--- src/rtl/intersection_monitor.sv ---
// Runtime monitor for an N-channel signalised intersection: service coverage,
// conflicting greens, all-red clearance and request starvation as sticky flags.
module intersection_monitor #(
  parameter int                         N_CHAN        = 4,
  parameter logic [N_CHAN*N_CHAN-1:0]   CONFLICT_MASK = 16'h591E,
  parameter int                         CLEAR_GAP     = 2,
  parameter int                         MAX_WAIT      = 64,
  parameter int                         IDX_W         = (N_CHAN > 1) ? $clog2(N_CHAN) : 1
) (
  input  logic              clock,
  input  logic              reset_n,
  input  logic              clear,
  input  logic [N_CHAN-1:0] green,
  input  logic [N_CHAN-1:0] request,
  output logic [N_CHAN-1:0] served,
  output logic              all_served,
  output logic              conflict,
  output logic              conflict_pulse,
  output logic [IDX_W-1:0]  conflict_i,
  output logic [IDX_W-1:0]  conflict_j,
  output logic              clearance_err,
  output logic [N_CHAN-1:0] starve
);

  localparam int GAP_W  = (CLEAR_GAP < 1) ? 1 : $clog2(CLEAR_GAP + 1);
  localparam int WAIT_W = (MAX_WAIT < 1) ? 1 : $clog2(MAX_WAIT + 1);
  localparam logic [GAP_W-1:0]  GAP_MAX  = GAP_W'(CLEAR_GAP);
  localparam logic [WAIT_W-1:0] WAIT_MAX = WAIT_W'(MAX_WAIT);

  logic [N_CHAN-1:0] green_prev_r;
  logic [GAP_W-1:0]  gap_r       [N_CHAN];
  logic [WAIT_W-1:0] wait_r      [N_CHAN];
  logic [GAP_W-1:0]  gap_next_s  [N_CHAN];
  logic [WAIT_W-1:0] wait_base_s [N_CHAN];
  logic [WAIT_W-1:0] wait_next_s [N_CHAN];
  logic [N_CHAN-1:0] rise_s;
  logic [N_CHAN-1:0] served_next_s;
  logic [N_CHAN-1:0] starve_hit_s;
  logic              hit_s;
  logic              conf_now_s;
  logic              clr_now_s;
  logic              capture_s;
  logic [IDX_W-1:0]  ci_s;
  logic [IDX_W-1:0]  cj_s;

  // Conflicting-green detection; the first hit in (i, then j) order wins the index capture
  always_comb begin
    hit_s      = 1'b0;
    conf_now_s = 1'b0;
    ci_s       = {IDX_W{1'b0}};
    cj_s       = {IDX_W{1'b0}};
    for (int i = 0; i < N_CHAN; i++) begin
      for (int j = i + 1; j < N_CHAN; j++) begin
        hit_s      = green[i] & green[j] & CONFLICT_MASK[i*N_CHAN+j];
        ci_s       = (hit_s && !conf_now_s) ? IDX_W'(i) : ci_s;
        cj_s       = (hit_s && !conf_now_s) ? IDX_W'(j) : cj_s;
        conf_now_s = conf_now_s | hit_s;
      end
    end
    capture_s = conf_now_s & (clear | ~conflict);
  end

  // Clearance check: a rising green against any conflicting channel that went idle too recently
  always_comb begin
    rise_s    = green & ~green_prev_r;
    clr_now_s = 1'b0;
    for (int j = 0; j < N_CHAN; j++) begin
      for (int i = 0; i < N_CHAN; i++) begin
        clr_now_s = clr_now_s | (rise_s[j] & CONFLICT_MASK[i*N_CHAN+j] & (i != j)
                                 & (gap_r[i] < GAP_MAX));
      end
    end
  end

  // Per-channel next state; clear restarts counting from zero but same-cycle events still set
  always_comb begin
    for (int i = 0; i < N_CHAN; i++) begin
      served_next_s[i] = (served[i] & ~clear) | green[i];
      wait_base_s[i]   = clear ? {WAIT_W{1'b0}} : wait_r[i];
      wait_next_s[i]   = (request[i] & ~green[i])
                         ? ((wait_base_s[i] == WAIT_MAX) ? WAIT_MAX : wait_base_s[i] + WAIT_W'(1))
                         : {WAIT_W{1'b0}};
      starve_hit_s[i]  = (wait_next_s[i] == WAIT_MAX);
      gap_next_s[i]    = green[i] ? {GAP_W{1'b0}}
                         : ((clear || (gap_r[i] == GAP_MAX)) ? GAP_MAX : gap_r[i] + GAP_W'(1));
    end
  end

  // Registered outputs, sticky flags and counters
  always_ff @(posedge clock or negedge reset_n) begin
    if (!reset_n) begin
      green_prev_r   <= {N_CHAN{1'b0}};
      served         <= {N_CHAN{1'b0}};
      all_served     <= 1'b0;
      conflict       <= 1'b0;
      conflict_pulse <= 1'b0;
      conflict_i     <= {IDX_W{1'b0}};
      conflict_j     <= {IDX_W{1'b0}};
      clearance_err  <= 1'b0;
      starve         <= {N_CHAN{1'b0}};
      for (int i = 0; i < N_CHAN; i++) begin
        gap_r[i]  <= GAP_MAX;
        wait_r[i] <= {WAIT_W{1'b0}};
      end
    end else begin
      green_prev_r   <= green;
      served         <= served_next_s;
      all_served     <= &served_next_s;
      conflict       <= (conflict & ~clear) | conf_now_s;
      conflict_pulse <= conf_now_s;
      clearance_err  <= (clearance_err & ~clear) | clr_now_s;
      starve         <= (starve & ~{N_CHAN{clear}}) | starve_hit_s;
      if (capture_s) begin
        conflict_i <= ci_s;
        conflict_j <= cj_s;
      end else if (clear) begin
        conflict_i <= {IDX_W{1'b0}};
        conflict_j <= {IDX_W{1'b0}};
      end else begin
        conflict_i <= conflict_i;
        conflict_j <= conflict_j;
      end
      for (int i = 0; i < N_CHAN; i++) begin
        gap_r[i]  <= gap_next_s[i];
        wait_r[i] <= wait_next_s[i];
      end
    end
  end

endmodule
--- config.mk ---
export PLATFORM = sky130hd
export DESIGN_NAME = intersection_monitor
export DESIGN_NICKNAME = d
export VERILOG_FILES = /design/src/rtl/intersection_monitor.sv
export SDC_FILE = /design/constraint.sdc
export NUM_CORES = 1
export LEC_CHECK = 0
export ABC_AREA = 1
export ABC_CLOCK_PERIOD_IN_PS = 1900
export CORE_MARGIN = 8
export CORE_UTILIZATION = 55
export CTS_BUF_LIST = sky130_fd_sc_hd__clkbuf_4
export CTS_CLUSTER_DIAMETER = 40
export DETAILED_ROUTE_END_ITERATION = 16
export MAX_ROUTING_LAYER = met4
export PLACE_DENSITY = 0.85
export SYNTH_ARGS = -nofsm -noshare
export SYNTH_HDL_FRONTEND = slang
export SYNTH_SLANG_ARGS = --single-unit
--- constraint.sdc ---
create_clock -name clock -period 1.9 [get_ports clock]
set_input_delay 0.285 -clock clock [delete_from_list [all_inputs] [get_ports clock]]
set_output_delay 0.285 -clock clock [all_outputs]
set_load 0.01 [all_outputs]
---- Yosys cells after proc, flatten, opt, wreduce, memory -nomap -nowiden ----
Cells that the tools add are included.
word-level totals
  register bits after elaboration ......... 56
  logic and storage cells ................. 132
  output and inout bits ................... 16
  input port bits ......................... 11
cells by class
  bitwise gates (word level) .............. 51
  add/subtract/negate cells ............... 8
  mux-type cells .......................... 28
  magnitude comparators ................... 4
  equality and inequality tests ........... 12
  reduce and logical (&&, ||, !) cells .... 12
operators with widths
  kind                                                           count
  7-bit 2-to-1 mux                                               12
  7-bit == test, second input constant                           8
  2-bit 2-to-1 mux                                               15
  7-bit by 1-bit adder with 7-bit output, second input constant  4
  1-bit bitwise AND                                              23
  1-bit bitwise OR                                               17
  2-bit by 1-bit adder with 2-bit output, second input constant  4
  4-bit bitwise AND                                              2
  2-bit == test, second input constant                           4
  2-bit less-than comparator, second input constant              4
  4-bit NOT                                                      2
  1-bit NOT                                                      6
  1-bit logical OR                                               4
  4-bit bitwise OR                                               1
  4-bit AND reduction                                            1
  1-bit logical AND                                              3
  1-bit zero test                                                3
  2-bit nonzero test                                             1
  1-bit 2-to-1 mux                                               1

---- Longest topological paths before layout ----
Gate-level depths: netlist of run 1.
  word-level depth ........................ 11
  depth in mapped cells ................... 17
  mapped depth without buffers ............ 14

---- Worst setup path before layout of run 1 ----
Ideal clock, no wire load.
  path type ............................... input -> register
  start ................................... input port clear
  end ..................................... register starve[0]
  required time ........................... 1.784 ns
  path slack .............................. 0.075 ns
  stages .................................. 16
  library setup time ...................... 0.116 ns
  arrival time ............................ 1.708 ns
  cell sequence ........................... inv_2 > buf_6 > buf_6 > buf_2 > nand2_1 > inv_1 > ha_1 > inv_1 > nor3_1 > nand2_1 > nand2_1 > nand2_1 > nand2_1 > nor2_1 > nand2_1 > nand2_1
between the ends
  word-level cells in the longest chain between the ends .. 6
  elaborated cells on any way between the ends .. 9
RTL lines
  element                                                                  RTL line  RTL
  from (decl)                                                              12        input logic clear,
  7-bit 2-to-1 mux                                                         79        wait_base_s[i] = clear ? {WAIT_W{1'b0}} : wait_r[i];
  7-bit by 1-bit adder with 7-bit output or 7-bit == test (tied branches)  81        ? ((wait_base_s[i] == WAIT_MAX) ? WAIT_MAX : wait_base_s[i] + WAIT_W'(1))
  7-bit 2-to-1 mux (2 in series)                                           81
  7-bit == test                                                            83        starve_hit_s[i] = (wait_next_s[i] == WAIT_MAX);
  4-bit bitwise OR (*)                                                     112       starve <= (starve & ~{N_CHAN{clear}}) | starve_hit_s;
  to (signal assigned)                                                     100       starve <= {N_CHAN{1'b0}};
  to (signal assigned)                                                     112
  to (decl)                                                                22        output logic [N_CHAN-1:0] starve
Every way passes the cells marked *; elsewhere a longest branch is shown, timed or not.
A chain may end at the register's enable or synchronous reset.

---- Final worst setup path of run 1 ----
  start ................................... input port clear
  end ..................................... register starve[2]
The elaborated chain is that of the path after synthesis.

==> results of run 1 <==
-- per-stage QoR --
step / hold slack [ns] / utilization (%) / power (mW) / std cells
after CTS: 0.427 / 68.1 / 2.09 / 491
final: 0.416 / 68.1 / 2.08 / 491
after floorplan: -0.0106 / - / 1.39 / 364
after detailed placement: 0.337 / 66.6 / 1.54 / 482
after global placement: 0.327 / 66.6 / 1.53 / 482
after global routing: 0.454 / 68.1 / 2.17 / 491
-- worst max-delay path by stage --
stage	startpoint	to	slack, ns	cells past startpoint
2_1_floorplan	clear	starve[0]	0.08	16
3_3_place_gp	clear	starve[2]	-0.1	11
3_5_place_dp	clear	starve[2]	-0.17	11
4_1_cts	clear	starve[2]	0.24	11
5_1_grt	clear	starve[0]	0.02	13
6_report	clear	starve[2]	0.21	11
-- logic make-up (layout without fill, tap and decap cells) --
| kind of cell | Yosys count | count (layout) | synth area share (%) |
|---|---|---|---|
| AND/OR/NAND/NOR | 192 | 192 | 29.3 |
| buffers and inverters | 72 | 129 | 10.7 |
| flip-flops | 55 | 55 | 48.5 |
| AO/OA/AOI/OAI | 31 | 31 | 5.97 |
| adder cells (fa/ha/maj) | 11 | 11 | 4.83 |
| XOR/XNOR | 2 | 2 | 0.615 |
| other | 1 | 1 | 0.132 |
-- state kept, by name, indices dropped and copies added (netlist names), 2 cells and up --
| name | cells |
|---|---|
| served | 4 |
| starve | 4 |
| green_prev_r | 4 |
| gap_r | 8 |
| conflict_j | 2 |
| wait_r | 28 |
-- layout by cell type, fill, tap and decap left out, drive strengths merged, types with 4 or more instances in the layout --
cell type	count
nand4	6
dfrtp	51
nand3	33
nor3	5
a21oi	18
nor4	5
buf	31
o21ai	8
nor2	38
ha	11
inv	67
clkbuf	5
dfstp	4
nand2	102
clkdlybuf4s50	24
-- power by group --
group,internal (mW),switching (mW),total [mW]
clock,0.158,0.402,0.560
combinational,0.124,0.150,0.274
sequential,1.22,0.0265,1.25
total,1.50,0.579,2.08
-- critical path: cells and delay by family --
family                   cells  cell delay [ns]
buffers and inverters        4             0.77
AO/OA/AOI/OAI                1             0.09
adder cells (fa/ha/maj)      1             0.25
XOR/XNOR                     1             0.24
AND/OR/NAND/NOR              4             0.38
-- cell type report --
type / instances / area, µm² / share of cell area [%]
Clock inverter: 3 / 26.3 / 0.765
Timing Repair Buffer: 56 / 493 / 14.4
Clock buffer: 5 / 37.5 / 1.09
Inverter: 65 / 244 / 7.11
Sequential cell: 55 / 1380 / 40.2
Multi-Input combinational cell: 237 / 1160 / 33.9
Tap cell: 70 / 87.6 / 2.55
-- metal layers --
layer	GRT usage (%)	vias up	routed length, µm
met5	-	-	0
met2	30.7	72	3180
li1	-	1251	-
met4	6.25	0	69
met1	20.4	1188	2730
met3	2.81	12	293
==> results.md, run 1 <==
- EDFF count, synth: 0
- Post-CTS Setup Bufs: 0
- Crit start category: input pin
- Max clock buf depth: 2
- Design area: 3430 µm²
- Drt first pass iters: 4
- Inserted Diodes: 0
- Main synth FF type: dfrtp_1
- # IOs: 27
- Layout cells sized above 1: 12.8%
- Setup WS post-layout: 0.215 ns
- CP most frequent cell: nand2_1
- Area after DPL: 3360 µm²
- RSZ-0062 raised after global routing: no
- WP data required: 2.24 ns
- GPL Wtd Cong: 0.901
- DRT iter0 DRCs: 158
- Fin. Hold Viols: 0
- Via count: 2523
- Final net count: 442
- Slew HR: 58.6%
- Core footprint: 5040 µm²
- Hold/Removal Path Class: in -> async
- Post-Syn Instances: 364
- Largest net degree at the start of global routing: 27
- Avg Synthesized Cell Area: 7.83 µm²
- CP arrival: 2.03 ns
- Synthesis-to-layout area growth: 20.5%
- Final TNS setup: 0 ns
- Dpl ws: -0.169 ns
- FP Rows: 26
- Yosys cell types: 28
- Die area: 7740 µm²
- Gr ovfl total: 0
- Max_cap viols: 0
- Final Cycle Share: 88.7%
- Worst vdd ir: 0.000511 V
- Clock Latency Late Sink: 0.39 ns
- Seq cells post-synth: 55
- Gr usage total: 17.8%
- R2R Setup Slk: 0.33 ns
- Crit-path slowest cell: clkdlybuf4s50_1
- Routed Antenna Nets: 0
- Setup violations, final: 0
- CTS tree: done
- Initial antenna violation count: 0
- Wire per inst: 12.8 µm
- Cell Chain, Critical Path: clkdlybuf4s50_1, inv_2, buf_4, nand2_1, inv_1, ha_1, xor2_1, a21oi_1, nor2_1, nand3_1, nand2_1
- Most frequent cell after synthesis: nand2_1
- Number of remaining DRC errors: 0
- Via density: 5.14
- Count of input and output buffers: 25
- Clock Skew: 0.0124 ns
- CTS resizes: 0
- CP max FO: 7
- Die width: 88.0 µm
- Post-synthesis sequential area ratio: 48.5%
- R2r endpoint: starve[0]
- Synth area leaders: dfrtp_1 45%, nand2_1 13%, inv_1 8.3%, nand3_1 5.3%, ha_1 4.8%
- Synthesized Nets: 386
- WL final: 6.27 mm
- Initial Util: 56.5%
- Num CTS Buffers: 5
- Clk pin slew, worst setup/hold paths: 0.16 ns
- Die height: 88.0 µm
- Fmax: 593 MHz
- Slew @ Worst Pin: 0.620 ns
- First-pass GRT wire length: 10.6 mm
- Status: finished, final reports clean
- Fill cell count: 416
- # H-tree levels: 2
- Warnings from Yosys: 0
- Element type at the critical path end: flop
- Pwr dens: 606 nW/µm²
- R2R Path Start: wait_r[22]
- Fin. max-slew vios: 0
- Hold_buf cts: 1
- Share of flip-flops with an asynchronous set or reset: 100%
- Placed wire-length estimate: 4.80 mm
- Area leader, netlist: dfrtp_1
- Synth top area share: 44.8%
- CTS Sinks: 55
- Largest stage delay on the critical path: 0.49 ns
- Root Buffer: clkbuf_4
- Number of global-route vias before repair: 2484
- Worst Reg-to-Reg Cells: 11
- Final Critical Period: 1.69 ns
- Leak pwr: 1.88 nW
- Netlist Area Pre-Place: 2850 µm²
- Worst setup path category: in -> reg
- Most common library cells after synthesis: 99 x nand2_1, 63 x inv_1, 51 x dfrtp_1, 36 x nor2_1, 30 x nand3_1
Note: power is estimated with default switching activity, not from simulation.
==> run 2, diff against run 1 <==
--- a/config.mk
+++ b/config.mk
@@ -8,12 +8,12 @@
 export ABC_AREA = 1
 export ABC_CLOCK_PERIOD_IN_PS = 1900
 export CORE_MARGIN = 8
-export CORE_UTILIZATION = 55
+export CORE_UTILIZATION = 59
 export CTS_BUF_LIST = sky130_fd_sc_hd__clkbuf_4
 export CTS_CLUSTER_DIAMETER = 40
 export DETAILED_ROUTE_END_ITERATION = 16
 export MAX_ROUTING_LAYER = met4
-export PLACE_DENSITY = 0.85
+export PLACE_DENSITY = 0.9
 export SYNTH_ARGS = -nofsm -noshare
 export SYNTH_HDL_FRONTEND = slang
 export SYNTH_SLANG_ARGS = --single-unit
==> run 2 against run 1 <==
Against the previous run:
- non-clock buffer count fell by 1
- register-to-register slack improved by 0.02 ns
- first-iteration DRC count down 39%
- sequential power hardly changed
- critical path type unchanged
- largest cell class unchanged
- highest routed layer unchanged
==> results.md, run 2 (same netlist as run 1, synthesis figures left out) <==
- Status: finished, final reports clean
- CTS tree: done
- Initial Util: 60.7%
- Fill cell count: 363
- Die area: 7310 µm²
- Worst setup path category: in -> reg
- CP arrival: 1.96 ns
- Gr usage total: 18.2%
- Clock Latency Late Sink: 0.39 ns
- Via count: 2456
- Fin. Hold Viols: 0
- Combinational share of power: 13.1%
- Setup violations, final: 0
- Fin. max-slew vios: 0
- Wire per inst: 12.5 µm
- Pwr Total: 2.06 mW
- Max reg flops: 28
- Non-Filler Instances: 474
- Met3 WL: 168 µm
- Max_cap viols: 0
- Die height: 85.5 µm
- GPL Wtd Cong: 0.872
- Hold/Removal Path Class: in -> async
- WP data required: 2.21 ns
- Clock Skew: 0.00793 ns
- Final TNS setup: 0 ns
- Die width: 85.5 µm
- Sw Ratio: 27.3%
- Crit start category: input pin
- Cell Count Post-Placement: 465
- Leak pwr: 1.87 nW
- Core footprint: 4690 µm²
- # H-tree levels: 2
- Pwr dens: 604 nW/µm²
- Regs by FF count: wait_r: 28 flops, gap_r: 8 flops
- Number of remaining DRC errors: 0
- Final Cycle Share: 87.1%
- Most flops, register: wait_r
- Max layer used: met4
- Root Buffer: clkbuf_4
- Drt first pass iters: 6
- CP max FO: 5
- Critical path origin: clear
- Clk pin slew, worst setup/hold paths: 0.16 ns
- Final Critical Period: 1.65 ns
- Setup WS post-layout: 0.246 ns
- Worst Reg-to-Reg Cells: 12
- Fmax: 604 MHz
- Count of input and output buffers: 25
- R2R Path Start: wait_r[22]
- RSZ-0062 raised after global routing: no
- First-pass GRT wire length: 10.6 mm
- Inserted Diodes: 0
- Largest net degree at the start of global routing: 56
- Sw power: 564 µW
- Worst vdd ir: 0.000572 V
- Design area: 3420 µm²
- WL final: 5.94 mm
- Number of global-route vias before repair: 2508
- Initial antenna violation count: 0
- Via density: 5.18
- Seq pwr share: 60.3%
- DRT iter0 DRCs: 96
- Num CTS Buffers: 5
- Layout cells sized above 1: 12.6%
- Gr ovfl total: 0
- Area after DPL: 3340 µm²
- Routed Antenna Nets: 0
- Element type at the critical path end: flop
- Clk network pwr share: 26.6%
- Dpl ws: -0.166 ns
- FP Rows: 25
- WL met1: 2.64 mm
- Most common cell after layout, fill and taps aside: nand2_1
- Internal power: 1.50 mW
- Commonest non-fill, non-tap cells in the layout: 99 x nand2_1, 63 x inv_1, 51 x dfrtp_1, 36 x nor2_1, 30 x nand3_1
- Final net count: 441
- # IOs: 27
- Synthesis-to-layout area growth: 19.9%
- Met2 Wirelength: 3.01 mm
- Placed wire-length estimate: 4.54 mm
- CTS Sinks: 55
- Max clock buf depth: 2
run 2: path summary, 6_finish.rpt:
| check | slack, ns | to |
|---|---|---|
| min in group clock | 0.45 | gap_r[0] |
| max in group asynchronous | 1.22 | gap_r[3] |
| worst max-delay path | 0.25 | starve[0] |
| worst min-delay path | 0.39 | wait_r[11] |
| worst max register to register | 0.35 | starve[0] |
| worst min register to register | 0.45 | gap_r[0] |
run 2: per-layer routing:
| layer | GRT usage, % | vias up |
|---|---|---|
| li1 | - | 1254 |
| met1 | 19.7 | 1156 |
| met2 | 32.0 | 35 |
| met3 | 3.72 | 11 |
| met4 | 6.69 | 0 |
| met5 | - | - |
run 2: final cells by class:
| type | count | area (µm²) | share of cell area [%] |
|---|---|---|---|
| tap | 54 | 67.6 | 1.98 |
| inverter | 65 | 244 | 7.14 |
| multi-input combinational | 237 | 1160 | 34.0 |
| timing repair buffer | 55 | 498 | 14.6 |
| clock buffer | 5 | 37.5 | 1.10 |
| sequential | 55 | 1380 | 40.4 |
| clock inverter | 3 | 26.3 | 0.769 |
run 2: timing repair:
action                                 in CTS  in global routing
buffers inserted                            0                  0
endpoints found under the hold margin      51                  0
hold buffers                                1                  0
resized for setup                           0                  0
run 2: power by group through the flow:
stage               registers [mW]  logic, mW  clock network [mW]
global placement              1.26      0.263                   0
CTS                           1.24      0.275               0.569
global route                  1.25      0.303               0.602
detailed placement            1.27      0.272                   0
floorplan                     1.27      0.117                   0
finish                        1.24      0.271               0.549
run 2: through the flow:
stage	utilization [%]	hold slack, ns
2_1_floorplan	-	-0.0106
3_3_place_gp	71.3	0.299
3_5_place_dp	71.3	0.305
4_1_cts	72.9	0.395
5_1_grt	72.9	0.418
6_report	72.9	0.385
run 2: worst max-delay path, stage by stage:
cell and delay (ns):
clkdlybuf4s50_1 0.44, inv_2 0.13, nand2_1 0.09, inv_1 0.07
ha_1 0.16, inv_1 0.06, nor3_1 0.31, nand2_1 0.09
nand2_1 0.07, nand2_1 0.05, nand2_1 0.08, nor2_1 0.05
nand2_1 0.05, nand2_1 0.04
==> run 3, diff against run 2 <==
--- a/config.mk
+++ b/config.mk
@@ -6,14 +6,14 @@
 export NUM_CORES = 1
 export LEC_CHECK = 0
 export ABC_AREA = 1
-export ABC_CLOCK_PERIOD_IN_PS = 1900
+export ABC_CLOCK_PERIOD_IN_PS = 1400
 export CORE_MARGIN = 8
-export CORE_UTILIZATION = 59
+export CORE_UTILIZATION = 53
 export CTS_BUF_LIST = sky130_fd_sc_hd__clkbuf_4
 export CTS_CLUSTER_DIAMETER = 40
 export DETAILED_ROUTE_END_ITERATION = 16
 export MAX_ROUTING_LAYER = met4
-export PLACE_DENSITY = 0.9
+export PLACE_DENSITY = 0.86
 export SYNTH_ARGS = -nofsm -noshare
 export SYNTH_HDL_FRONTEND = slang
 export SYNTH_SLANG_ARGS = --single-unit
==> constraint.sdc (replaced) <==
create_clock -name clock -period 1.4 [get_ports clock]
set_input_delay 0.21 -clock clock [delete_from_list [all_inputs] [get_ports clock]]
set_output_delay 0.21 -clock clock [all_outputs]
set_load 0.01 [all_outputs]
==> run 3 against run 2 <==
Against the previous run:
- the flow now finishes with violations (setup timing)
- clock-buffer cell count unchanged
- routed wire length up 39%
- final cell count up 12%
- sequential cell count is the same
- cell area up 16%
- sequential share of layout area decreased by 5.5 points
- non-clock buffer count grew 38
- critical endpoint is now starve[1]
- highest routed layer unchanged
==> results.md, run 3 (same netlist as run 1, synthesis figures left out) <==
- Number of remaining DRC errors: 0
- Cell Count Post-Placement: 510
- Layout cells sized above 1: 31.8%
- Crit start category: flop
- WL final: 8.25 mm
- Fin. Hold Viols: 0
- Core footprint: 5140 µm²
- Pwr dens: 726 nW/µm²
- CP max FO: 3
- Most flops, register: wait_r
- RSZ-0062 raised after global routing: yes
- First-pass GRT wire length: 12.4 mm
- Root Buffer: clkbuf_4
- Pwr Total: 2.89 mW
- Via count: 2849
- Gr usage total: 20.4%
- Worst setup path category: reg -> reg
- Number of global-route vias before repair: 2815
- Leak pwr: 2.12 nW
- CP arrival: 1.77 ns
- Inserted Diodes: 0
- GPL Wtd Cong: 0.913
- Via density: 5.39
- Non-Filler Instances: 529
- Most common cell after layout, fill and taps aside: nand2_1
- Setup WS post-layout: -0.0901 ns
- Die height: 89.3 µm
- Count of input and output buffers: 25
- # IOs: 27
- Max_cap viols: 0
- Setup violations, final: 4
- Hold/Removal Path Class: in -> async
- Gr ovfl total: 0
- Clock Latency Late Sink: 0.40 ns
- Max reg flops: 28
- Fin. max-slew vios: 0
- Initial antenna violation count: 0
- # H-tree levels: 2
- DRT iter0 DRCs: 182
- Final Critical Period: 1.49 ns
- Num CTS Buffers: 5
- Element type at the critical path end: flop
- WP data required: 1.68 ns
- Clock Skew: 0.0249 ns
- Drt first pass iters: 5
- Synthesis-to-layout area growth: 39.5%
- Die width: 89.3 µm
- Placed wire-length estimate: 5.22 mm
- Clk pin slew, worst setup/hold paths: 0.17 ns
- Final Cycle Share: 106%
- Violated checks: setup timing
- Regs by FF count: wait_r: 28 flops, gap_r: 8 flops
- Commonest non-fill, non-tap cells in the layout: 85 x nand2_1, 63 x buf_4, 54 x inv_1, 47 x dfrtp_1, 30 x nor2_1
- Worst vdd ir: 0.000701 V
- Routed Antenna Nets: 0
- Final net count: 480
- Wire per inst: 15.6 µm
- Max clock buf depth: 2
- CTS tree: done
- Fmax: 671 MHz
- CTS Sinks: 55
- Initial Util: 55.5%
- FP Rows: 26
- Status: complete, but fails checks
- Critical path origin: wait_r[14]
- R2R Path Start: wait_r[14]
- Die area: 7980 µm²
- Largest net degree at the start of global routing: 25
==> run 3: per-stage QoR <==
step / instance area (µm²) / worst slack (ns) / utilization [%] / hold slack, ns / setup TNS, ns
floorplan: 2900 / -0.121 / - / -0.0856 / -0.236
global placement: 3610 / -0.499 / 70.3 / 0.150 / -10.87
detailed placement: 3610 / -0.597 / 70.3 / 0.160 / -12.83
CTS: 3760 / -0.0552 / 73.1 / 0.247 / -0.0874
global route: 3980 / -0.265 / 77.4 / 0.255 / -0.922
finish: 3980 / -0.0901 / 77.4 / 0.240 / -0.230
==> run 3: worst max-delay path, stage by stage (launching register included) <==
cell and delay (ns):
dfrtp_1 0.45, nand2_2 0.11, ha_4 0.16, nor3b_4 0.14
nand2_2 0.12, nand3_2 0.10, nor2_2 0.12, nor2_1 0.05
nand3_1 0.07, nand2_1 0.05
==> run 3: worst paths after layout <==
check / cells after the start / slack (ns) / to
hold reg to reg: 1 / 0.45 / gap_r[4]
max in group asynchronous: 3 / 0.61 / gap_r[7]
setup reg to reg: 9 / -0.09 / starve[1]
hold / removal: 2 / 0.24 / wait_r[5]
min in group clock: 2 / 0.43 / green_prev_r[3]
setup / recovery: 9 / -0.09 / starve[1]
==> run 3: routing by layer <==
metal,vias to the layer above,share of wire (%),global-route usage (%)
met3,18,6.0,5.15
met4,0,2.3,5.29
met5,-,0,-
li1,1331,-,-
met1,1374,39,22.1
met2,126,53,36.2
==> run 3: report_power, final <==
part	total [mW]	switching, mW	internal [mW]
Sequential	1.69	0.0369	1.65
Combinational	0.464	0.252	0.212
Clock	0.731	0.528	0.203
==> run 3: layout make-up <==
type,instances,area [µm²]
Tap cell,70,87.6
Multi-Input combinational cell,237,1410
Fill cell,340,1160
Timing Repair Buffer,93,762
Clock buffer,5,37.5
Sequential cell,55,1390
Timing Repair inverter,1,11.3
Inverter,65,263
Clock inverter,3,22.5
==> run 3: timing repair <==
item,CTS,global route
gates cloned,1,0
resized for setup,30,52
pin swaps,7,36
hold endpoints to repair,10,0
buffers inserted,4,6
hold buffers,1,0
setup endpoints to repair,25,10
